--- config.mk ---
export PLATFORM = sky130hd
export DESIGN_NAME = hazard_scheduler
export DESIGN_NICKNAME = d
export VERILOG_FILES = /design/src/rtl/hazard_scheduler.sv
export SDC_FILE = /design/constraint.sdc
export NUM_CORES = 1
export LEC_CHECK = 0
export CAP_MARGIN = 20
export CORE_ASPECT_RATIO = 1.1
export CORE_MARGIN = 3
export CORE_UTILIZATION = 32
export CTS_CLUSTER_SIZE = 30
export DETAILED_ROUTE_END_ITERATION = 8
export PLACE_DENSITY = 0.72
export SLEW_MARGIN = 20
export SYNTH_ARGS = -nofsm -noshare
export SYNTH_HDL_FRONTEND = slang
export SYNTH_SLANG_ARGS = --single-unit
--- constraint.sdc ---
create_clock -name clk -period 1.76 [get_ports clk]
set_input_delay 0.176 -clock clk [delete_from_list [all_inputs] [get_ports clk]]
set_output_delay 0.176 -clock clk [all_outputs]
set_load 0.01 [all_outputs]
--- src/rtl/hazard_scheduler.sv ---
// Pipeline hazard scheduler: load-use and MDU stall/flush control with MDU timeout trap.
// Optional stall-cycle counter enabled by defining HAZ_STALL_CNT_EN.
module hazard_scheduler #(
  parameter int unsigned MDU_TIMEOUT = 40
) (
  input  logic        clk,
  input  logic        rst,
  input  logic        MemReadEX,
  input  logic [4:0]  writeregEX,
  input  logic [4:0]  insrs,
  input  logic [4:0]  insrt,
  input  logic        UseRsID,
  input  logic        UseRtID,
  input  logic        BranchTakenEX,
  input  logic        MduStartID,
  input  logic        MduUseID,
  input  logic        MduDone,
  output logic        PChold,
  output logic        IFIDhold,
  output logic        IDEXflush,
  output logic        IFIDflush,
  output logic        MduBusy,
  output logic        MduErr,
  output logic [15:0] StallCnt
);

  typedef enum logic [1:0] {RUN, MDU_WAIT, MDU_ERR} state_t;

  localparam logic [5:0] WCNT_LAST = 6'(MDU_TIMEOUT - 1);

  state_t     state;
  logic [5:0] wcnt;
  logic       lu;
  logic       mw;
  logic       start_ok;

  assign lu = MemReadEX && (writeregEX != 5'd0) &&
              ((UseRsID && (writeregEX == insrs)) || (UseRtID && (writeregEX == insrt)));
  assign mw = (state == MDU_WAIT) && MduUseID && !MduDone;

  // A start is only taken when the ID instruction actually leaves ID this cycle.
  assign start_ok = MduStartID && !BranchTakenEX && !lu && !mw && (state != MDU_ERR);

  assign MduBusy = (state == MDU_WAIT);

  always_comb begin
    // NOTE: every output gets a default first so no path leaves it unassigned (no latch).
    PChold    = 1'b0;
    IFIDhold  = 1'b0;
    IDEXflush = 1'b0;
    IFIDflush = 1'b0;
    if (BranchTakenEX) begin
      IFIDflush = 1'b1;
      IDEXflush = 1'b1;
    end else if (lu || mw || (state == MDU_ERR)) begin
      PChold    = 1'b1;
      IFIDhold  = 1'b1;
      IDEXflush = 1'b1;
    end
  end

  // NOTE: sequential state uses non-blocking assignments so all registers update together.
  always_ff @(posedge clk or posedge rst) begin
    if (rst) begin
      state  <= RUN;
      wcnt   <= '0;
      MduErr <= 1'b0;
    end else begin
      case (state)
        RUN: begin
          if (start_ok) begin
            state <= MDU_WAIT;
            wcnt  <= '0;
          end
        end
        MDU_WAIT: begin
          if (start_ok) begin
            wcnt <= '0;
          end else if (MduDone) begin
            state <= RUN;
            wcnt  <= '0;
          end else if (wcnt == WCNT_LAST) begin
            state  <= MDU_ERR;
            MduErr <= 1'b1;
          end else begin
            wcnt <= wcnt + 6'd1;
          end
        end
        MDU_ERR: begin
          // Trapped until reset; the hold outputs keep the front end frozen.
        end
        default: state <= RUN;
      endcase
    end
  end

`ifdef HAZ_STALL_CNT_EN
  always_ff @(posedge clk or posedge rst) begin
    if (rst) begin
      StallCnt <= '0;
    end else if (PChold && (StallCnt != 16'hFFFF)) begin
      StallCnt <= StallCnt + 16'd1;
    end
  end
`else
  assign StallCnt = '0;
`endif

endmodule

### Word-level counts from Yosys, hierarchy flattened

Index checks and enable logic that the tools add are counted.

* $add $sub $neg: 1
* multiply operators: 0
* div/mod/pow operators: 0
* order comparisons: 0
* equal/unequal tests: 10
* shift operators: 0
* mux-type cells: 14
* bitwise gates (word level): 3
* reductions and logical operators: 23

Operator list (count)
* $mux 6: 4
* $pmux 6 s2: 1
* $eq 5x5->1: 2
* $logic_and 1x1->1: 10
* $mux 2: 4
* $reduce_and 4->1: 2
* $add 6x1->6 const B: 1
* $eq 6x6->1 const B: 1
* $ne 2x2->1 const B: 3
* $pmux 2 s3: 1
* $reduce_bool 5->1: 1
* $logic_not 1->1: 4
* $mux 1: 4
* $ne 4x4->1 const B: 1
* $logic_or 1x1->1: 3
* $ne 3x2->1 const B: 1
* $not 1->1: 3
* $reduce_and 3->1: 1
* $eq 2x1->1 const B: 1
* $eq 2x2->1 const B: 1
* $logic_not 2->1: 1
* $reduce_bool 2->1: 1

* flip-flop bits (word level): 9
* latch bits: 0
* RAM bits: 0
* bits in read-only memories: 0
* input port bits: 24
* output and inout port bits: 22
* word-level logic and storage cells: 54
* memories kept: 0

### Longest topological paths before layout

Gate-level depths: netlist (run 1).

* depth after elaboration: 10
* gate-level depth with buffers: 7
* mapped depth without buffers: 7

### Worst setup path before layout (run 1)

OpenSTA, ideal clock, no wires.

* path type: input to output
* start: in writeregEX[3]
* end: out PChold
* arrival: 1.629 ns
* data required time: 1.584 ns
* path slack: -0.045 ns
* cell stages on the path: 5
* path buffers: 1
* path through: or4_1 -> o21a_1 -> a222oi_1 -> nor2_1 -> buf_4

* word-level cells in the longest chain between the ends: 8
* elaborated cells on any way between the ends: 12
* those cells by class: eq/ne (2); mux (2); reduce/logical (8)

RTL lines
* from (decl): RTL line 9 `input logic [4:0] writeregEX,`
* $eq 5x5->1: RTL line 38 `((UseRsID && (writeregEX == insrs)) || (UseRtID && (writeregEX == insrt)));`
* $logic_and 1x1->1: RTL line 38
* $logic_or 1x1->1: RTL line 38
* $logic_and 1x1->1 *: RTL line 37 `assign lu = MemReadEX && (writeregEX != 5'd0) &&`
* $logic_or 1x1->1 * (2 in a row): RTL line 55 `end else if (lu || mw || (state == MDU_ERR)) begin`
* $mux 1 * (2 in a row)
* to (decl): RTL line 18 `output logic PChold,`

Every way passes the cells marked *; elsewhere a longest branch is shown, timed or not.

### Worst setup path in the final report (run 1)

* start: in writeregEX[4]
* end: out IDEXflush

* word-level cells in the longest chain between the ends: 8
* elaborated cells on any way between the ends: 12
* those cells by class: eq/ne (2); mux (2); reduce/logical (8)

RTL lines
* $eq 5x5->1: RTL line 38
* $logic_and 1x1->1: RTL line 38
* $logic_or 1x1->1: RTL line 38
* $logic_and 1x1->1 *: RTL line 37
* $logic_or 1x1->1 * (2 in a row): RTL line 55
* $mux 1 *: RTL line 55
* $mux 1 *: RTL line 52 `if (BranchTakenEX) begin`
* to (decl): RTL line 20 `output logic IDEXflush,`

Marked as above.

==> run_results.csv, run 1 <==
group,metric,value,unit
setup_path,crit_slowest_cell,"or4_4",
synthesis,synth_top_area_share,28.0,%
detailed_routing,viasPerCell,4.68,
sta,fmax,524,MHz
detailed_routing,first_pass_iters,4,
sta,rsz0062_at_grt,"yes",
detailed_routing,wire_per_inst,13.0,um
sta,skew,0.00514,ns
setup_path,crit_fanout,2,
setup_path,cp-start-kind,"input pin",
clock_tree,clock-root-buffer,"clkbuf_4",
pwr,p_comb_share,40.0,%
synthesis,ys_warn_count,0,
placed_design,dp_cells,168,
clock_tree,clock-sinks,9,
floorplan,die_h,58.6,um
final_layout,drive_above_1_share,35.3,%
pwr,power_density,459,nW/um^2
clock_tree,clk_pin_slew,0.06,ns
final_layout,fin_cells,180,
synthesis,syn-cell-area,806,sq um
sta,setup_ws,-0.147,ns
synthesis,yosysMostFrequentCell,"buf_4",
setup_path,endpoint_kind,"output pin",
detailed_routing,wl,2.34,mm
sta,setup-tns-final,-0.318,ns
synthesis,synthFlopType,"dfrtp_1",
setup_path,cpMostUsedCell,"buf_6",
synthesis,ys_types,34,
pwr,switching_share,29.8,%
clock_tree,tritoncts,"done",
final_layout,diodes,0,
floorplan,num_io_pins,46,
clock_tree,htree_levels,1,
setup_path,cpPeakStageDelay,0.52,ns
floorplan,num_rows,18,
clock_tree,cts_buffers,3,
placed_design,portBuffers,29,
global_route,grt_pass1_wl,3.34,mm
clock_tree,clock_latency,0.26,ns
synthesis,synth_area_leaders,"dfrtp_1 28%, buf_4 17%, xnor2_1 12%",
floorplan,core-area,2320,sq um
placed_design,dp_hpwl,1.70,mm
setup_path,worstPathArrival,1.73,ns
sta,slew_violations,0,
sta,layout_min_cycle_time,1.91,ns
detailed_routing,vias,842,
detailed_routing,postRouteAntennaNets,0,
final_layout,nFillCells,215,
placed_design,pre_cts_ws,-0.719,ns
pwr,peakVddDrop,0.376,mV
floorplan,die-area,3160,sq um
synthesis,async_flop_share,100,%
final_layout,final_util,59.2,%
final_layout,area.growth.synth_to_final,70.5,%
floorplan,start_util,34.7,%
synthesis,syn_inst,91,
pwr,p_int,443,uW
detailed_routing,route.detailed.drc,0,
synthesis,synthTopCellsByCount,"18 x buf_4, 11 x xnor2_1, 9 x dfrtp_1",
setup_path,path_cells,"buf_6 -> or4_4 -> o21a_1 -> a222oi_1 -> buf_4 -> buf_6 -> nand2_4 -> buf_6",
global_route,grt_max_degree,10,
sta,setup_viol,5,
pwr,p_clk_share,25.4,%
pwr,power_frac_seq,34.6,%
global_route,grt_pass1_vias,817,
synthesis,synth_edf_count,0,
clock_tree,cts_hold_buf,0,
flow_run,drv_cap,0,
final_layout,nets,176,
floorplan,die_w,53.8,um
global_route,track_usage,13.7,%
pwr,p_leak,0.712,nW
placed_design,gp_congestion,0.837,
detailed_routing,drt_iter0_markers,32,
setup_path,crit_type,"input pin to output pin",
outcome,violations,"negative setup slack",
pwr,power_switching,188,uW
sta,finalHoldViolCount,0,
global_route,gr-total-overflow,0,
sta,finalCritPeriodShare,108,%
synthesis,synth_top_area_cell,"dfrtp_1",
setup_path,cp.required,1.58,ns
synthesis,synth_seq_cells,9,
synthesis,ys_seq_area_share,28.0,%
clock_tree,clockBufferDepth,2,
outcome,run_status,"finished, violations left",
synthesis,syn_avg_cell_area,8.85,sq um
global_route,antenna_found_initial,0,
worst_hold_path,min_path_type,"input pin to asynchronous set/reset pin",
-- cell families (layout without fill, tap and decap cells) --
kind of cell               count (synthesis)  in the layout  synth area share, %
DFF                                        9              9                 28.0
AOI/OAI and AO/OA                         16             16                 18.0
buffers and inverters                     23             67                 19.1
other                                      1             16                0.465
xor gates and xnor gates                  11             11                 12.0
muxes                                      1              1                 1.40
adders and majority gates                  1              1                 1.55
and+or+nand+nor                           29             29                 19.6
-- critical path: cells and delay by family --
kind            cells  cell delay, ns
simple gates        2            0.56
compound gates      2            0.49
buf+inv             4            0.50
-- cells in the final DEF, fill, tap and decap left out, types with 3 or more instances in the layout --
cell	count
xnor2_1	11
dlygate4sd2_1	3
clkbuf_4	3
buf_6	5
buf_2	3
nor3_1	3
inv_1	5
dlymetal6s2s_1	7
clkdlybuf4s50_1	12
nor2_1	4
buf_4	27
dfrtp_1	9
nand2_1	6
conb_1	16
-- area by class of cell --
class                   count  area, sq um  area share [%]
clock buffers               4         26.3            1.91
inverters                   5         18.8            1.37
multi-input cells          74          548            39.9
flip-flops and latches      9          225            16.4
well taps                  30         37.5            2.73
repair buffers             58          518            37.7
-- power groups by stage --
stage,clock [mW],sequential [mW],combinational [mW]
after floorplan,0,0.221,0.119
after global placement,0,0.221,0.209
after detailed placement,0,0.222,0.213
after CTS,0.164,0.218,0.223
after global routing,0.174,0.219,0.271
final,0.160,0.218,0.252
-- routing by layer --
metal  up-vias  wire length [um]  GRT usage, %  share of wire, %
li1        407                 -             -                 -
met5         -                 0             0                 0
met2        33              1160          25.6                50
met4         0                21          3.28              0.90
met1       399               883          14.5                38
met3         3               267          4.30                11
-- stage by stage --
| stage | instance area [sq um] | power (mW) | hold slack [ns] |
|---|---|---|---|
| 2_1_floorplan | 862 | 0.341 | 0.00392 |
| 3_3_place_gp | 1210 | 0.430 | 0.440 |
| 3_5_place_dp | 1210 | 0.435 | 0.444 |
| 4_1_cts | 1260 | 0.605 | 0.201 |
| 5_1_grt | 1370 | 0.664 | 0.192 |
| 6_report | 1370 | 0.631 | 0.178 |
-- final timing paths --
| check | slack (ns) | from | cells after the start | end |
|---|---|---|---|---|
| setup / recovery | -0.15 | writeregEX[4] | 8 | IDEXflush |
| hold / removal | 0.18 | rst | 2 | wcnt[0] |
| setup reg to reg | 0.02 | wcnt[0] | 7 | wcnt[5] |
| hold reg to reg | 0.46 | MduErr | 1 | MduErr |
| max in group asynchronous | 1.32 | rst | 2 | wcnt[4] |
| min in group clk | 0.43 | MduStartID | 3 | state[0] |
-- state kept, by name (all words and copies together), names as in the netlist --
name / count
wcnt: 6
state: 2
MduErr: 1
-- repair_timing --
| action | in CTS | in global routing |
|---|---|---|
| endpoints found under the hold margin | 0 | 0 |
| resized for setup | 36 | 19 |
| pin swaps | 7 | 14 |
| endpoints found under the setup margin | 12 | 9 |
| setup buffers | 3 | 7 |
No activity file was read; power rests on OpenSTA's default activity.
==> inputs of run 2 (changes only) <==
- HOLD_SLACK_MARGIN: not set -> 0.06
==> results of run 2 <==
The final DEF is identical to that of run 1; final timing and power are the same.
==> inputs of run 3 (changes only) <==
- SETUP_SLACK_MARGIN: not set -> 0.4
==> run 3 against run 2 <==
Effect of this change: the flow still finishes with violations (negative setup slack); global-route usage is 0.89 points lower; sequential cell count did not move; routed wire length shrank 6.3%; count of clock-buffer cells in the layout stayed put; largest cell class unchanged; utilization down 0.54 points.
==> run_results.csv, run 3 (synthesis results as in run 1) <==
group,metric,value,unit
clock_tree,clock_latency,0.26,ns
global_route,gr-total-overflow,0,
detailed_routing,route.detailed.drc,0,
clock_tree,clk_pin_slew,0.07,ns
clock_tree,clock-sinks,9,
detailed_routing,vias,821,
sta,layout_min_cycle_time,1.89,ns
setup_path,endpoint_kind,"output pin",
detailed_routing,drt_iter0_markers,10,
setup_path,crit_slowest_cell,"or4_4",
setup_path,cp-start-kind,"input pin",
final_layout,nets,174,
detailed_routing,viasPerCell,4.61,
final_layout,mostFrequentLayoutCells,"22 x buf_4, 16 x conb_1, 12 x clkdlybuf4s50_1",
setup_path,timing.rr.start,"wcnt[0]",
final_layout,reg.largest.list,"wcnt x6, state x2, MduErr x1",
placed_design,dp_hpwl,1.63,mm
detailed_routing,postRouteAntennaNets,0,
setup_path,ff2ff_setup_slack,0.02,ns
setup_path,path_cells,"buf_6 -> or4_4 -> o21a_1 -> a222oi_1 -> buf_4 -> buf_6 -> nor2_4 -> buf_6",
global_route,track_usage,12.8,%
sta,setup_viol,8,
floorplan,die_w,53.8,um
sta,setup_ws,-0.131,ns
sta,rsz0062_at_grt,"yes",
final_layout,final_util,58.7,%
global_route,antenna_found_initial,0,
outcome,violations,"negative setup slack",
pwr,power_density,462,nW/um^2
floorplan,core-area,2320,sq um
sta,finalCritPeriodShare,107,%
placed_design,gp_congestion,0.777,
final_layout,final_common_cell,"buf_4",
clock_tree,clock-root-buffer,"clkbuf_4",
floorplan,die_h,58.6,um
setup_path,r2r_end,"wcnt[5]",
setup_path,cpMostUsedCell,"buf_6",
global_route,grt_pass1_vias,762,
worst_hold_path,min_path_type,"input pin to asynchronous set/reset pin",
sta,fmax,529,MHz
global_route,grt_max_degree,10,
floorplan,num_io_pins,46,
clock_tree,tritoncts,"done",
final_layout,area.growth.synth_to_final,68.9,%
clock_tree,clockBufferDepth,2,
sta,slew_violations,0,
sta,finalHoldViolCount,0,
detailed_routing,wl_met3,279,um
detailed_routing,first_pass_iters,4,
setup_path,worstPathArrival,1.72,ns
floorplan,num_rows,18,
detailed_routing,wire_per_inst,12.3,um
outcome,run_status,"finished, violations left",
pwr,peakVddDrop,0.581,mV
clock_tree,cts_buffers,3,
global_route,grt_pass1_wl,3.12,mm
setup_path,cp.required,1.58,ns
setup_path,crit_type,"input pin to output pin",
setup_path,cpPeakStageDelay,0.52,ns
detailed_routing,met1Wirelength,842,um
setup_path,reg2reg_depth,7,
clock_tree,htree_levels,1,
detailed_routing,wl,2.19,mm
final_layout,largest_reg_flops,6,
sta,setup-tns-final,-0.609,ns
sta,skew,0.00781,ns
detailed_routing,highest_layer,"met3",
floorplan,die-area,3160,sq um
setup_path,crit_fanout,2,
pwr,p_leak,0.679,nW
final_layout,drive_above_1_share,37.8,%
floorplan,start_util,34.7,%
placed_design,portBuffers,29,
final_layout,regMostFlops,"wcnt",
final_layout,diodes,0,
detailed_routing,met2_length,1.07,mm
flow_run,drv_cap,0,
-- run 3: changes by cell type in the layout (fill, tap and decap cells not counted), sizes merged --
cell / before / now
dlymetal6s2s: 7 / 2
dlygate4sd2: 3 / 7
buf: 35 / 34
-- run 3: worst max-delay path by stage --
stage | startpoint | to | cells past startpoint
after CTS | writeregEX[1] | IFIDhold | 8
after global placement | writeregEX[3] | IFIDhold | 6
after detailed placement | writeregEX[3] | IFIDhold | 6
after global routing | writeregEX[1] | IFIDhold | 8
after floorplan | writeregEX[3] | PChold | 5
final | writeregEX[1] | IFIDhold | 8
-- run 3: timing repair --
item,CTS,global route
gates resized for setup,50,12
hold buffers,0,0
buffers inserted,6,3
endpoints found under the setup margin,14,14
pin swaps,13,9
-- run 3: metal layers --
layer | vias up | track usage, %
met5 | - | 0
met4 | 0 | 1.82
met3 | 0 | 4.81
met2 | 40 | 22.8
met1 | 378 | 14.6
li1 | 403 | -
-- run 3: worst max-delay path, delay by kind of cell --
kind	cells	cell delay, ns
simple gates	2	0.55
compound gates	2	0.49
buf+inv	4	0.48
-- run 3: power breakdown --
group	switching [mW]	internal, mW
registers	0.00439	0.213
logic	0.110	0.140
clock network	0.0729	0.0873
-- run 3: through the flow --
stage	setup WS [ns]	power (mW)	std cells	instance area [sq um]	hold WS, ns
final	-0.131	0.629	178	1360	0.176
after global routing	-0.178	0.665	178	1360	0.195
after CTS	-0.118	0.615	175	1300	0.196
after detailed placement	-0.774	0.438	165	1200	0.451
after global placement	-0.718	0.433	165	1200	0.441
after floorplan	-0.00998	0.348	106	877	0.00392
-- run 3: area by class of cell --
| type | count | area, sq um |
|---|---|---|
| fillers | 203 | 958 |
| multi-input cells | 74 | 562 |
| repair buffers | 56 | 492 |
| flip-flops and latches | 9 | 225 |
| well taps | 30 | 37.5 |
| clock buffers | 4 | 26.3 |
| inverters | 5 | 18.8 |
